$ cat config.mk
export PLATFORM = sky130hd
export DESIGN_NAME = display_scroll_controller
export DESIGN_NICKNAME = d
export VERILOG_FILES = /design/src/rtl/display_scroll_controller.sv
export SDC_FILE = /design/constraint.sdc
export NUM_CORES = 1
export LEC_CHECK = 0
export BUFFER_PORTS_ARGS = -buffer_cell sky130_fd_sc_hd__buf_2
export CAP_MARGIN = 10
export CORE_MARGIN = 5
export CORE_UTILIZATION = 35
export DETAILED_ROUTE_END_ITERATION = 6
export GPL_TIMING_DRIVEN = 0
export PLACE_DENSITY = 0.63
export SLEW_MARGIN = 20
export SYNTH_ARGS = -nofsm -noshare
export SYNTH_HDL_FRONTEND = slang
export SYNTH_SLANG_ARGS = --single-unit
$ cat constraint.sdc
create_clock -name Clock -period 3 [get_ports Clock]
set_input_delay 0.3 -clock Clock [delete_from_list [all_inputs] [get_ports Clock]]
set_output_delay 0.3 -clock Clock [all_outputs]
set_load 0.02 [all_outputs]
$ cat src/rtl/display_scroll_controller.sv
// display_scroll_controller
//   Stores a hex-nibble message written one nibble at a time and scrolls it
//   right-to-left across a DIGITS-digit 7-segment display at a fixed step rate.
//   Padding nibbles enter the display before and after the message, so the
//   display starts and ends each pass blank.
//
// Ports
//   Clock            system clock, rising edge
//   Reset            synchronous, active-high
//   WriteData_i      nibble to append to the message
//   WriteStrobe_i    append WriteData_i this cycle (IDLE only, while not full)
//   Clear_i          empty the buffer, clear the error flag, abort any scroll
//   Start_i          (re)start a pass from the first message nibble
//   Stop_i           abort the scroll and freeze the display
//   Loop_i           sampled on the last step of a pass: 1 = run another pass
//   Data_o           display nibbles, digit 0 (rightmost) in bits [3:0]
//   DecimalPoints_o  marks the digit currently showing the last message nibble
//   Busy_o           high while scrolling
//   Done_o           one-cycle pulse when a non-looping pass completes
//   Error_o          sticky, set when a write is dropped
//   Length_o         number of nibbles stored
module display_scroll_controller #(
  parameter int          CLOCK_HZ       = 10_000_000,
  parameter int          STEP_PERIOD_US = 250_000,
  parameter int          DIGITS         = 8,
  parameter int          MSG_LEN        = 16,
  parameter logic [3:0]  PAD_NIBBLE     = 4'h0
) (
  input  logic                         Clock,
  input  logic                         Reset,
  input  logic [3:0]                   WriteData_i,
  input  logic                         WriteStrobe_i,
  input  logic                         Clear_i,
  input  logic                         Start_i,
  input  logic                         Stop_i,
  input  logic                         Loop_i,
  output logic [4*DIGITS-1:0]          Data_o,
  output logic [DIGITS-1:0]            DecimalPoints_o,
  output logic                         Busy_o,
  output logic                         Done_o,
  output logic                         Error_o,
  output logic [$clog2(MSG_LEN+1)-1:0] Length_o
);

  localparam int DELAY  = (CLOCK_HZ / 1_000_000) * STEP_PERIOD_US;
  localparam int CNT_W  = (DELAY > 1) ? $clog2(DELAY) : 1;
  localparam int LEN_W  = $clog2(MSG_LEN + 1);
  localparam int POS_W  = $clog2(MSG_LEN + DIGITS + 1);
  localparam int ADDR_W = (MSG_LEN > 1) ? $clog2(MSG_LEN) : 1;
  localparam logic [4*DIGITS-1:0] PAD_ALL = {DIGITS{PAD_NIBBLE}};

  typedef enum logic {IDLE, SCROLL} state_t;

  state_t             state_reg;
  logic [CNT_W-1:0]   cnt_reg;
  logic [POS_W-1:0]   pos_reg;
  logic [LEN_W-1:0]   length_reg;
  logic               error_reg;
  logic               busy_reg;
  logic               done_reg;
  logic [4*DIGITS-1:0] data_reg;
  logic [DIGITS-1:0]  dp_reg;

  logic [3:0]         msg_mem [MSG_LEN];

  logic               cmd_write;
  logic               write_ok;
  logic               write_drop;
  logic               step;
  logic               last_step;
  logic               is_last;
  logic [3:0]         next_nibble;
  logic [4*DIGITS-1:0] data_shifted;
  logic [DIGITS-1:0]  dp_shifted;

  // A write only counts when no higher-priority command is present.
  assign cmd_write  = WriteStrobe_i && !Clear_i && !Stop_i && !Start_i;
  assign write_ok   = cmd_write && (state_reg == IDLE) && (length_reg < LEN_W'(MSG_LEN));
  assign write_drop = cmd_write && !write_ok;

  assign step        = (cnt_reg == CNT_W'(DELAY - 1));
  // Pos runs 0 .. Length+DIGITS-1 over a pass; past the message it feeds padding.
  assign last_step   = (pos_reg == POS_W'(length_reg) + POS_W'(DIGITS - 1));
  assign is_last     = ((pos_reg + POS_W'(1)) == POS_W'(length_reg));
  assign next_nibble = (pos_reg < POS_W'(length_reg)) ? msg_mem[pos_reg[ADDR_W-1:0]]
                                                      : PAD_NIBBLE;

  // The marker vector shifts in lockstep with the nibbles so the decimal point
  // follows the last message nibble across the display.
  generate
    if (DIGITS > 1) begin : g_shift
      assign data_shifted = {data_reg[4*DIGITS-5:0], next_nibble};
      assign dp_shifted   = {dp_reg[DIGITS-2:0], is_last};
    end else begin : g_shift_one
      assign data_shifted = next_nibble;
      assign dp_shifted   = is_last;
    end
  endgenerate

  always_ff @(posedge Clock) begin
    if (write_ok) begin
      msg_mem[length_reg[ADDR_W-1:0]] <= WriteData_i;
    end
  end

  always_ff @(posedge Clock) begin
    if (Reset || Clear_i) begin
      state_reg  <= IDLE;
      cnt_reg    <= '0;
      pos_reg    <= '0;
      length_reg <= '0;
      error_reg  <= 1'b0;
      busy_reg   <= 1'b0;
      done_reg   <= 1'b0;
      data_reg   <= PAD_ALL;
      dp_reg     <= '0;
    end else begin
      done_reg <= 1'b0;
      if (Stop_i) begin
        // Display is left frozen at whatever it shows now.
        state_reg <= IDLE;
        busy_reg  <= 1'b0;
        cnt_reg   <= '0;
      end else if (Start_i) begin
        if (length_reg != '0) begin
          state_reg <= SCROLL;
          busy_reg  <= 1'b1;
          cnt_reg   <= '0;
          pos_reg   <= '0;
          data_reg  <= PAD_ALL;
          dp_reg    <= '0;
        end
      end else begin
        if (state_reg == SCROLL) begin
          if (step) begin
            cnt_reg  <= '0;
            data_reg <= data_shifted;
            dp_reg   <= dp_shifted;
            if (last_step) begin
              pos_reg <= '0;
              if (!Loop_i) begin
                state_reg <= IDLE;
                busy_reg  <= 1'b0;
                done_reg  <= 1'b1;
              end
            end else begin
              pos_reg <= pos_reg + POS_W'(1);
            end
          end else begin
            cnt_reg <= cnt_reg + CNT_W'(1);
          end
        end
        if (write_ok) begin
          length_reg <= length_reg + LEN_W'(1);
        end
        if (write_drop) begin
          error_reg <= 1'b1;
        end
      end
    end
  end

  assign Data_o          = data_reg;
  assign DecimalPoints_o = dp_reg;
  assign Busy_o          = busy_reg;
  assign Done_o          = done_reg;
  assign Error_o         = error_reg;
  assign Length_o        = length_reg;

endmodule

==> After elaboration in Yosys (flattened, before gate mapping) <==
Memories as Yosys holds them, arrays and structs flattened. A register that Yosys moved wholly into a read port is not among the register bits.
Index checks and enable logic that the tools add are counted.
{ "word_totals": {"register_bits": 76, "ramBits": 64, "inputBits": 11, "output_inout_bits": 48, "elab_cells": 82, "memories": 1} }
{ "memory_table": {"columns": ["name", "depth", "word_bits", "rd", "rd_ports_with_merged_regs", "write_ports", "line", "source"], "rows": [
  ["msg_mem", 16, 4, 1, 1, 1, "64", "logic [3:0] msg_mem [MSG_LEN];"]
]} }
{ "classes": {"addsub": 4, "order_cmp": 2, "n_eq_ne": 5, "n_mux": 34, "n_bitwise": 5, "n_reduce_logical": 22} }
{ "op_table": {"columns": ["op", "count"], "rows": [
  ["32-bit two-way mux", 4],
  ["22-bit two-way mux", 4],
  ["8-bit two-way mux", 4],
  ["5-bit two-way mux", 5],
  ["22-bit by 1-bit adder with 22-bit output (second input constant)", 1],
  ["22-bit == test (second input constant)", 1],
  ["1-bit two-way mux", 14],
  ["4-bit two-way mux", 3],
  ["5-bit by 1-bit adder with 5-bit output (second input constant)", 2],
  ["5-bit == test", 2],
  ["1-bit logical AND", 6],
  ["3-bit AND reduction", 2],
  ["2-bit nonzero test", 3],
  ["6-bit OR reduction", 1],
  ["5-bit by 3-bit adder with 5-bit output (second input constant)", 1],
  ["5-bit less-than comparator", 1],
  ["5-bit less-than comparator (second input constant)", 1],
  ["1-bit inverter", 5],
  ["5-bit AND reduction", 1],
  ["5-bit nonzero test", 1],
  ["1-bit zero test", 4],
  ["4-bit AND reduction", 1],
  ["2-bit by 1-bit inequality test with 1-bit output (second input constant)", 1],
  ["2-bit inequality test (second input constant)", 1],
  ["other kinds (3)", 3]
]} }

==> Depth between registers and ports, before layout <==
Gate-level depths: netlist of run 1.
{ "depth": {"depth_word": 9, "depth_mapped": 10, "ltp_nobuf": 8} }

==> Worst setup path before layout of run 1 <==
OpenSTA, ideal clock, no wires.
{ "synth_path": {"kind": "input-to-reg", "start": "input Start_i", "end": "memory msg_mem[3][0], enable pin", "setup_ps": 361, "arrival_ps": 1868, "t_required_ps": 2639, "slack_ps": 771, "stages": 4, "n_path_buf": 0, "cell_sequence": "or4b_2 nor3_2 nand2_1 nor3_1"} }
{ "synth_via": {"elab_chain_len": 6} }
{ "synth_lines": {"columns": ["element", "line", "source"], "rows": [
  ["start, declared", "34", "input logic Start_i,"],
  ["1-bit zero test", "77", "assign cmd_write = WriteStrobe_i && !Clear_i && !Stop_i && !Start_i;"],
  ["1-bit logical AND", "77", null],
  ["1-bit logical AND (2 in series)", "78", "assign write_ok = cmd_write && (state_reg == IDLE) && (length_reg < LEN_W'(MSG_LEN));"],
  ["1-bit two-way mux", "101", "if (write_ok) begin"],
  ["1-bit two-way mux (not written as such)", "102", "msg_mem[length_reg[ADDR_W-1:0]] <= WriteData_i;"],
  ["end, declared", "64", null]
]} }
No other way between the ends.

==> Worst setup path after layout of run 1 <==
{ "layout_path": {"start": "register length_reg[0] (netlist: Length_o[0])", "end": "register cnt_reg[5]"} }
{ "layout_via": {"elab_chain_len": 3} }
{ "layout_lines": {"columns": ["element", "line", "source"], "rows": [
  ["start, declared", "57", "logic [LEN_W-1:0] length_reg;"],
  ["start signal, assigned", "154", "length_reg <= length_reg + LEN_W'(1);"],
  ["5-bit nonzero test", "125", "if (length_reg != '0) begin"],
  ["2-bit by 1-bit inequality test with 1-bit output (no line)", null, null],
  ["2-bit AND reduction (no line)", null, null],
  ["end signal, assigned", "150", "cnt_reg <= cnt_reg + CNT_W'(1);"],
  ["end, declared", "55", "logic [CNT_W-1:0] cnt_reg;"]
]} }
No other way between the ends.
A chain may end at the register's enable or synchronous reset.

==> impl_summary.txt, run 1 <==
----------------------------------------------------
[Run status]
  Status ... finished, final reports clean

[Timing]
  Final critical-path share of the clock period ... 0.892
  FMAX ... 0.374 GHz
  Clock skew ... 10.8 ps
  RSZ-0062 raised after global routing ... false
  Transition time at the pin with the least slew margin ... 783 ps
  Setup TNS Final ... 0 ps
  Final Hold Vio Count ... 0
  Count of endpoints failing setup in the final report ... 0
  Worst hold-check slack ... 247 ps
  Number of pins exceeding their max-slew limit in the final report ... 0
  Minimum clock period ... 2680 ps
  Worst max-slew margin expressed relative to the limit ... 0.474

[Finish]
  Diodes inserted ... 0
  Largest register FFs ... 64
  Area Growth Syn to Fin ... 19.6%
  Number of nets in the layout ... 600
  Fraction of layout cells with a size suffix above 1 ... 0.231
  Filler instances ... 1567

[Critical path]
  Critical R2R Capture ... cnt_reg[5]
  Reg-to-Reg Start ... Length_o[0]
  Data required time at the worst endpoint ... 3310 ps
  Kind of cell with the highest combined delay on the critical path ... compound AO/OA/AOI/OAI gates
  Largest stage delay on the critical path ... 630 ps
  Crit. path cell count ... 8
  CP startpoint kind ... register
  Setup slack of the most critical reg-to-reg path ... 320 ps
  Critical path cell sequence ... inv_1 -> ha_1 -> nor4b_1 -> a21oi_1 -> o21ai_0 -> nand2_1 -> buf_2 -> nor2_1
  Arrival time at the worst endpoint ... 2990 ps
  Critical Path End ... cnt_reg[5]
  Path depth of the worst reg2reg path ... 8
  CP Buf/Inv Count ... 2
  Crit Path Category ... register to register
  Max FO, Critical Path ... 10
  Setup crit start ... Length_o[0]
  Slowest library cell on the worst path ... sky130_fd_sc_hd__a21oi_1
  Worst Setup End Kind ... register

[Synthesis]
  Mapped Avg Cell Area ... 12.0 µm²
  Netlist cell types ... 54
  Leading cell types by total area after synthesis ... sky130_fd_sc_hd__edfxtp_1, sky130_fd_sc_hd__dfxtp_1, sky130_fd_sc_hd__mux4_2
  Library cell with the largest summed area after synthesis ... sky130_fd_sc_hd__edfxtp_1
  Synth async-reset ratio ... 0
  Flip-flop and latch count after synthesis ... between 100 and 150
  Mapped Cells ... 500
  Synthesis warning total ... 0
  Share of the synthesized area in the top cell type ... 0.321
  Fraction of the yosys area taken by sequential cells ... 0.588
  Nets in the synthesized netlist ... 523
  Summed instance area of the synthesized netlist ... between 0.005 and 0.006 mm²
  Number of enable-type register cells in the synthesized netlist ... 64
  Top FF cell, synth ... sky130_fd_sc_hd__dfxtp_1

[Drt]
  Vias ... between 4000 and 5000
  Post-route DRC violation count ... 0
  Post-Route WL ... about 14000 µm
  Ratio of routed vias to standard cells ... roughly 5.2
  Number of antenna-violating nets in the routed design ... 0
  Detailed-router iteration count before antenna repair ... 5
  Wire length per cell after detailed routing ... around 17 µm
  Number of design-rule violations left by the first detailed-router iteration ... 268

[Hold path]
  Type of the most critical hold path ... primary input to register
  Hold Crit Depth ... 3

[Clock network]
  Clock latency at the later pin of the worst-skew pair ... between 400 and 500 ps
  Clock tree from TritonCTS ... yes
  Clock input transition at the sequential cells of the worst setup and hold paths ... 60 ps
  # clock sinks ... 144
  Clock Tree Buf Depth ... 2
  Root cell of the clock tree ... sky130_fd_sc_hd__clkbuf_16
  Count of H-tree levels built during CTS ... 4
  CTS Buf Count ... 17
  Count of hold buffers inserted by post-cts repair ... 0
  Post-cts resize count ... 0
  Post-CTS Setup Repair Bufs ... 0

[Floorplan]
  Cell Rows ... 47
  Die area ... 0.0198 mm²
  Area of the core ... 0.0167 mm²
  Initial cell density of the core ... 0.359
  IO Count ... 59
  Overall die width ... 141 µm
  Die extent in y ... between 100 and 150 µm

[GRT]
  Number of antenna violations at the first check in global routing ... 0
  Fraction of met1 tracks used by global routing ... 0.179
  Remaining global-route overflow ... 0
  Global routing met2 resource utilization ... 0.223
  Vias in the first global route ... 4126
  Met3 demand-to-capacity share in global routing ... 0.0423
  Gr busiest metal ... met2
  Pin count of the biggest net entering global routing ... 17
  Global-route wire length before repair ... 21900 µm
  Total routing resource utilization after global routing ... 0.140

[Power]
  Maximum ir drop on the vdd rail ... 0.399 mV
  Power Density ... 595 mW/mm²
  Leakage power figure ... 2.53 nW

[Placed design]
  DPL Wire Length ... 9870 µm
  Placer Congestion ... 0.855
  Number of port buffers ... 58

[Flow run]
  Maxcap violations ... 0

----------------------------------------------------
[power by group]
part / internal, W / switching, W / total [W]
combinational: 0.0000161 / 0.0000469 / 0.0000631
clock: 0.00132 / 0.000839 / 0.00215
sequential: 0.00205 / 0.000000835 / 0.00205
[metrics by stage]
stage / worst slack (ps) / std cells / power, W / utilization / instance area [µm²]
global route: 36.7 / 810 / 0.00441 / 0.429 / 7170
CTS: 273 / 810 / 0.00430 / 0.429 / 7170
detailed placement: 198 / 778 / 0.00215 / 0.393 / 6560
finish: 323 / 810 / 0.00426 / 0.429 / 7170
floorplan: 771 / 500 / 0.00212 / - / 5990
global placement: 220 / 778 / 0.00215 / 0.393 / 6560
[synth_stat cells, drive strengths merged, types with 14 or more instances]
cell / number
nor2: 87
dfxtp: 80
edfxtp: 64
a22oi: 36
nand2: 28
mux4: 20
xor2: 17
buf: 15
nand3: 14
[kinds of logic (layout without fill, tap and decap cells)]
kind of cell / count (synthesis) / count (layout) / synth area share
buffers and inverters: 38 / 128 / 0.0282
AND/OR/NAND/NOR: 189 / 189 / 0.157
multiplexers: 22 / 22 / 0.0785
adder cells (fa/ha/maj): 12 / 12 / 0.0251
flip-flops: 144 / 144 / 0.588
XOR/XNOR: 29 / 29 / 0.0436
AO/OA/AOI/OAI: 66 / 66 / 0.0797
[how the worst min path moves through the flow]
stage / from / to / slack (ps)
2_1_floorplan: WriteData_i[0] / msg_mem[0][0] / 400
3_3_place_gp: Error_o / Error_o / 450
3_5_place_dp: Error_o / Error_o / 460
4_1_cts: Reset / Error_o / 240
5_1_grt: Loop_i / Done_o / 250
6_report: Reset / Error_o / 250
[metal layers]
| layer | vias to the layer above | wire length (µm) | part of all wire |
|---|---|---|---|
| met2 | 102 | 6780 | 0.50 |
| met4 | 0 | 179 | 0.013 |
| met3 | 15 | 655 | 0.048 |
| met5 | - | 0 | 0 |
| li1 | 1999 | - | - |
| met1 | 2057 | 5950 | 0.44 |
[final cells by class]
type	count	area [µm²]	area share
buffer	27	128	0.0178
sequential	144	3520	0.491
clock buffer	20	468	0.0653
timing repair buffer	58	290	0.0405
inverter	11	41.3	0.00576
tap	220	275	0.0384
multi-input combinational	318	2300	0.321
clock inverter	12	144	0.0201
[layout by cell type, fill, tap and decap left out, types with 3 or more instances in the layout]
cell / count
sky130_fd_sc_hd__nor4b_1: 3
sky130_fd_sc_hd__xnor2_1: 11
sky130_fd_sc_hd__mux4_2: 20
sky130_fd_sc_hd__nand4_1: 9
sky130_fd_sc_hd__nor3_1: 11
sky130_fd_sc_hd__buf_2: 70
sky130_fd_sc_hd__nand3_1: 14
sky130_fd_sc_hd__edfxtp_1: 64
sky130_fd_sc_hd__ha_1: 12
sky130_fd_sc_hd__nor2_1: 87
sky130_fd_sc_hd__and4_1: 4
sky130_fd_sc_hd__o21ai_0: 9
sky130_fd_sc_hd__a22oi_1: 36
sky130_fd_sc_hd__inv_6: 4
sky130_fd_sc_hd__and2_1: 3
sky130_fd_sc_hd__nor2b_1: 3
sky130_fd_sc_hd__and3_1: 6
sky130_fd_sc_hd__o21a_1: 3
sky130_fd_sc_hd__dfxtp_1: 80
sky130_fd_sc_hd__inv_1: 11
sky130_fd_sc_hd__nand2_1: 28
sky130_fd_sc_hd__xor2_1: 17
sky130_fd_sc_hd__a21oi_1: 6
sky130_fd_sc_hd__clkbuf_16: 18
sky130_fd_sc_hd__clkbuf_1: 13
[worst reg2reg max path, delay by kind of cell (launching register included)]
kind	cells	cell delay, ps
adder cells (fa/ha/maj)	1	250
flip-flops	1	520
AO/OA/AOI/OAI	2	830
AND/OR/NAND/NOR	3	550
buffers and inverters	2	440
(Power assumes the default switching activity.)
==> run 2: changes to the inputs <==
Settings changed: PLACE_DENSITY 0.63 to unset, PLACE_DENSITY_LB_ADDON set to 0.1.
==> run 2 against run 1 <==
Sequential power about the same. Clock power down 9.3%. First-iteration DRC count fell by 32%. Final cell count did not move. Combinational power is 3.6% higher. Clock skew down 1.7 ps.
==> impl_summary.txt, run 2 (same netlist as run 1, synthesis figures left out) <==
----------------------------------------------------
[Floorplan]
  Die extent in y ... 141 µm (unchanged)
  Initial cell density of the core ... 0.359 (unchanged)
  IO Count ... 59 (unchanged)
  Area of the core ... 0.0167 mm² (unchanged)
  Die area ... 0.0198 mm² (unchanged)
  Cell Rows ... 47 (unchanged)
  Overall die width ... 141 µm (unchanged)

[Clock network]
  Root cell of the clock tree ... sky130_fd_sc_hd__clkbuf_16
  Clock Tree Buf Depth ... 2 (unchanged)
  CTS Buf Count ... 17 (unchanged)
  Clock latency at the later pin of the worst-skew pair ... 410 ps (about the same)
  Post-CTS Setup Repair Bufs ... 0 (unchanged)
  Count of H-tree levels built during CTS ... 4 (unchanged)
  Clock input transition at the sequential cells of the worst setup and hold paths ... 60 ps (about the same)
  # clock sinks ... 144 (unchanged)
  Clock tree from TritonCTS ... yes

[Power]
  Sw Ratio ... 0.214 (+0.00577)
  Internal portion of total power ... 0.00319 W (-5.5%)
  Leakage power figure ... 2.50 nW (-1.2%)
  Maximum ir drop on the vdd rail ... 0.390 mV (-2.3%)
  NetSw ... 0.000868 W (-2.1%)
  Logic pwr share ... 0.016 (about the same)
  Power Density ... 571 mW/mm² (-4.0%)
  Sequential share of power ... 0.504 (+0.024)
  Share of power burned in the clock network ... 0.480 (-0.025)

[Finish]
  Count of non-filler cells in the finished layout ... 810 (unchanged)
  Area Growth Syn to Fin ... 18.7%
  Most frequent standard cell in the layout excluding fill and tap cells ... sky130_fd_sc_hd__nor2_1
  Largest register FFs ... 64 (unchanged)
  Diodes inserted ... 0 (unchanged)
  Number of nets in the layout ... 600 (unchanged)
  Fraction of layout cells with a size suffix above 1 ... 0.234 (+0.00339)
  Leading cell types in the layout, fill and taps excluded ... sky130_fd_sc_hd__nor2_1, sky130_fd_sc_hd__dfxtp_1, sky130_fd_sc_hd__buf_2

[Timing]
  Final critical-path share of the clock period ... 0.824 (-0.0684)
  Minimum clock period ... 2470 ps (-205 ps)
  Transition time at the pin with the least slew margin ... 809 ps (+26.5 ps)
  Worst max-slew margin expressed relative to the limit ... 0.456 (-0.0178)
  RSZ-0062 raised after global routing ... false
  Number of pins exceeding their max-slew limit in the final report ... 0 (unchanged)
  Clock skew ... 9.11 ps (-1.69 ps)
  FMAX ... 0.405 GHz (+8.3%)
  Setup TNS Final ... 0 ps (unchanged)
  Count of endpoints failing setup in the final report ... 0 (unchanged)
  Final Hold Vio Count ... 0 (unchanged)

[Placed design]
  DPL Wire Length ... 10100 µm (+2.5%)
  Number of port buffers ... 58 (unchanged)
  Placer Congestion ... 0.805 (-5.8%)
  Number of placed cells counting well taps ... 778 (unchanged)

[Hold path]
  Hold Crit Depth ... 4 (+1)
  WHS Endpoint ... Done_o
  Type of the most critical hold path ... primary input to register
  Worst hold path startpoint ... Loop_i

[Critical path]
  Setup slack of the most critical reg-to-reg path ... 530 ps (+210 ps)
  CP startpoint kind ... register
  Critical R2R Capture ... cnt_reg[3]
  Path depth of the worst reg2reg path ... 8 (unchanged)
  Max FO, Critical Path ... 10 (unchanged)
  Data required time at the worst endpoint ... 3300 ps (about the same)
  Arrival time at the worst endpoint ... 2770 ps (-220 ps)
  Crit Path Category ... register to register
  Worst Setup End Kind ... register
  Reg-to-Reg Start ... Length_o[1]

[Run status]
  Status ... finished, final reports clean

[Drt]
  Post-route DRC violation count ... 0 (unchanged)
  Detailed-router iteration count before antenna repair ... 4 (-1)
  Number of antenna-violating nets in the routed design ... 0 (unchanged)
  Wire length per cell after detailed routing ... 17.3 µm (+3.5%)
  Vias ... 4080 (-2.2%)
  Ratio of routed vias to standard cells ... 5.04 (-2.2%)
  Post-Route WL ... 14000 µm (+3.5%)
  Number of design-rule violations left by the first detailed-router iteration ... 182 (-32%)

[GRT]
  Global-route wire length before repair ... 22400 µm (+2.6%)
  Number of antenna violations at the first check in global routing ... 0 (unchanged)
  Pin count of the biggest net entering global routing ... 17 (unchanged)
  Total routing resource utilization after global routing ... 0.146 (+0.00575)
  Vias in the first global route ... 4099 (-0.65%)
  Remaining global-route overflow ... 0 (unchanged)

[Flow run]
  Maxcap violations ... 0 (unchanged)

----------------------------------------------------
run 2: layout make-up:
cell class,instances,area [µm²]
clock buffers,20,469
clock inverters,12,82.6
repair buffers,58,290
flip-flops and latches,144,3520
fillers,1592,9590
plain buffers,27,128
inverters,11,41.3
well taps,220,275
multi-input cells,318,2300
run 2: worst max-delay path by stage:
stage | from | to | depth (start not counted)
floorplan | Start_i | msg_mem[3][0] | 4
global placement | Start_i | msg_mem[15][0] | 5
detailed placement | Start_i | msg_mem[15][0] | 5
CTS | Length_o[0] | cnt_reg[3] | 8
global route | Length_o[2] | Data_o[0] | 9
finish | Length_o[1] | cnt_reg[3] | 8
run 2: metrics by stage:
stage | setup slack, ps | utilization | hold slack [ps] | total power [W] | area [µm²]
final | 528 | 0.426 | 218 | 0.00406 | 7110
after global routing | 270 | 0.426 | 244 | 0.00419 | 7110
after CTS | 210 | 0.426 | 201 | 0.00411 | 7110
after detailed placement | 60.0 | 0.393 | 465 | 0.00216 | 6560
after global placement | 46.7 | 0.393 | 448 | 0.00215 | 6560
after floorplan | 771 | - | 399 | 0.00212 | 5990
run 2: routing by layer:
layer	up-vias	part of all wire	GRT usage
met5	-	0	0
met4	0	0.0065	0.0556
met3	7	0.050	0.0450
met2	80	0.46	0.222
met1	1994	0.48	0.197
li1	1999	-	-
run 2: power groups by stage:
stage          clock network (W)  registers [W]  logic (W)
5_1_grt                  0.00207        0.00205  0.0000730
2_1_floorplan                  0        0.00209  0.0000306
6_report                 0.00195        0.00205  0.0000654
4_1_cts                  0.00199        0.00205  0.0000660
3_5_place_dp                   0        0.00209  0.0000660
3_3_place_gp                   0        0.00209  0.0000635
run 2: worst max-delay path, cell delays in order, from the launching register on:
cell and delay, ps:
sky130_fd_sc_hd__dfxtp_1 490, sky130_fd_sc_hd__inv_1 160, sky130_fd_sc_hd__ha_1 240, sky130_fd_sc_hd__nor4b_1 170
sky130_fd_sc_hd__a21oi_2 430, sky130_fd_sc_hd__o21ai_0 160, sky130_fd_sc_hd__nand2_1 330, sky130_fd_sc_hd__buf_2 300
sky130_fd_sc_hd__nor2_1 70
run 2: timing repair:
action / CTS / global route
setup endpoints to repair: 0 / 10
hold buffers: 0 / 0
hold endpoints to repair: 0 / 0
gates resized for setup: 0 / 1
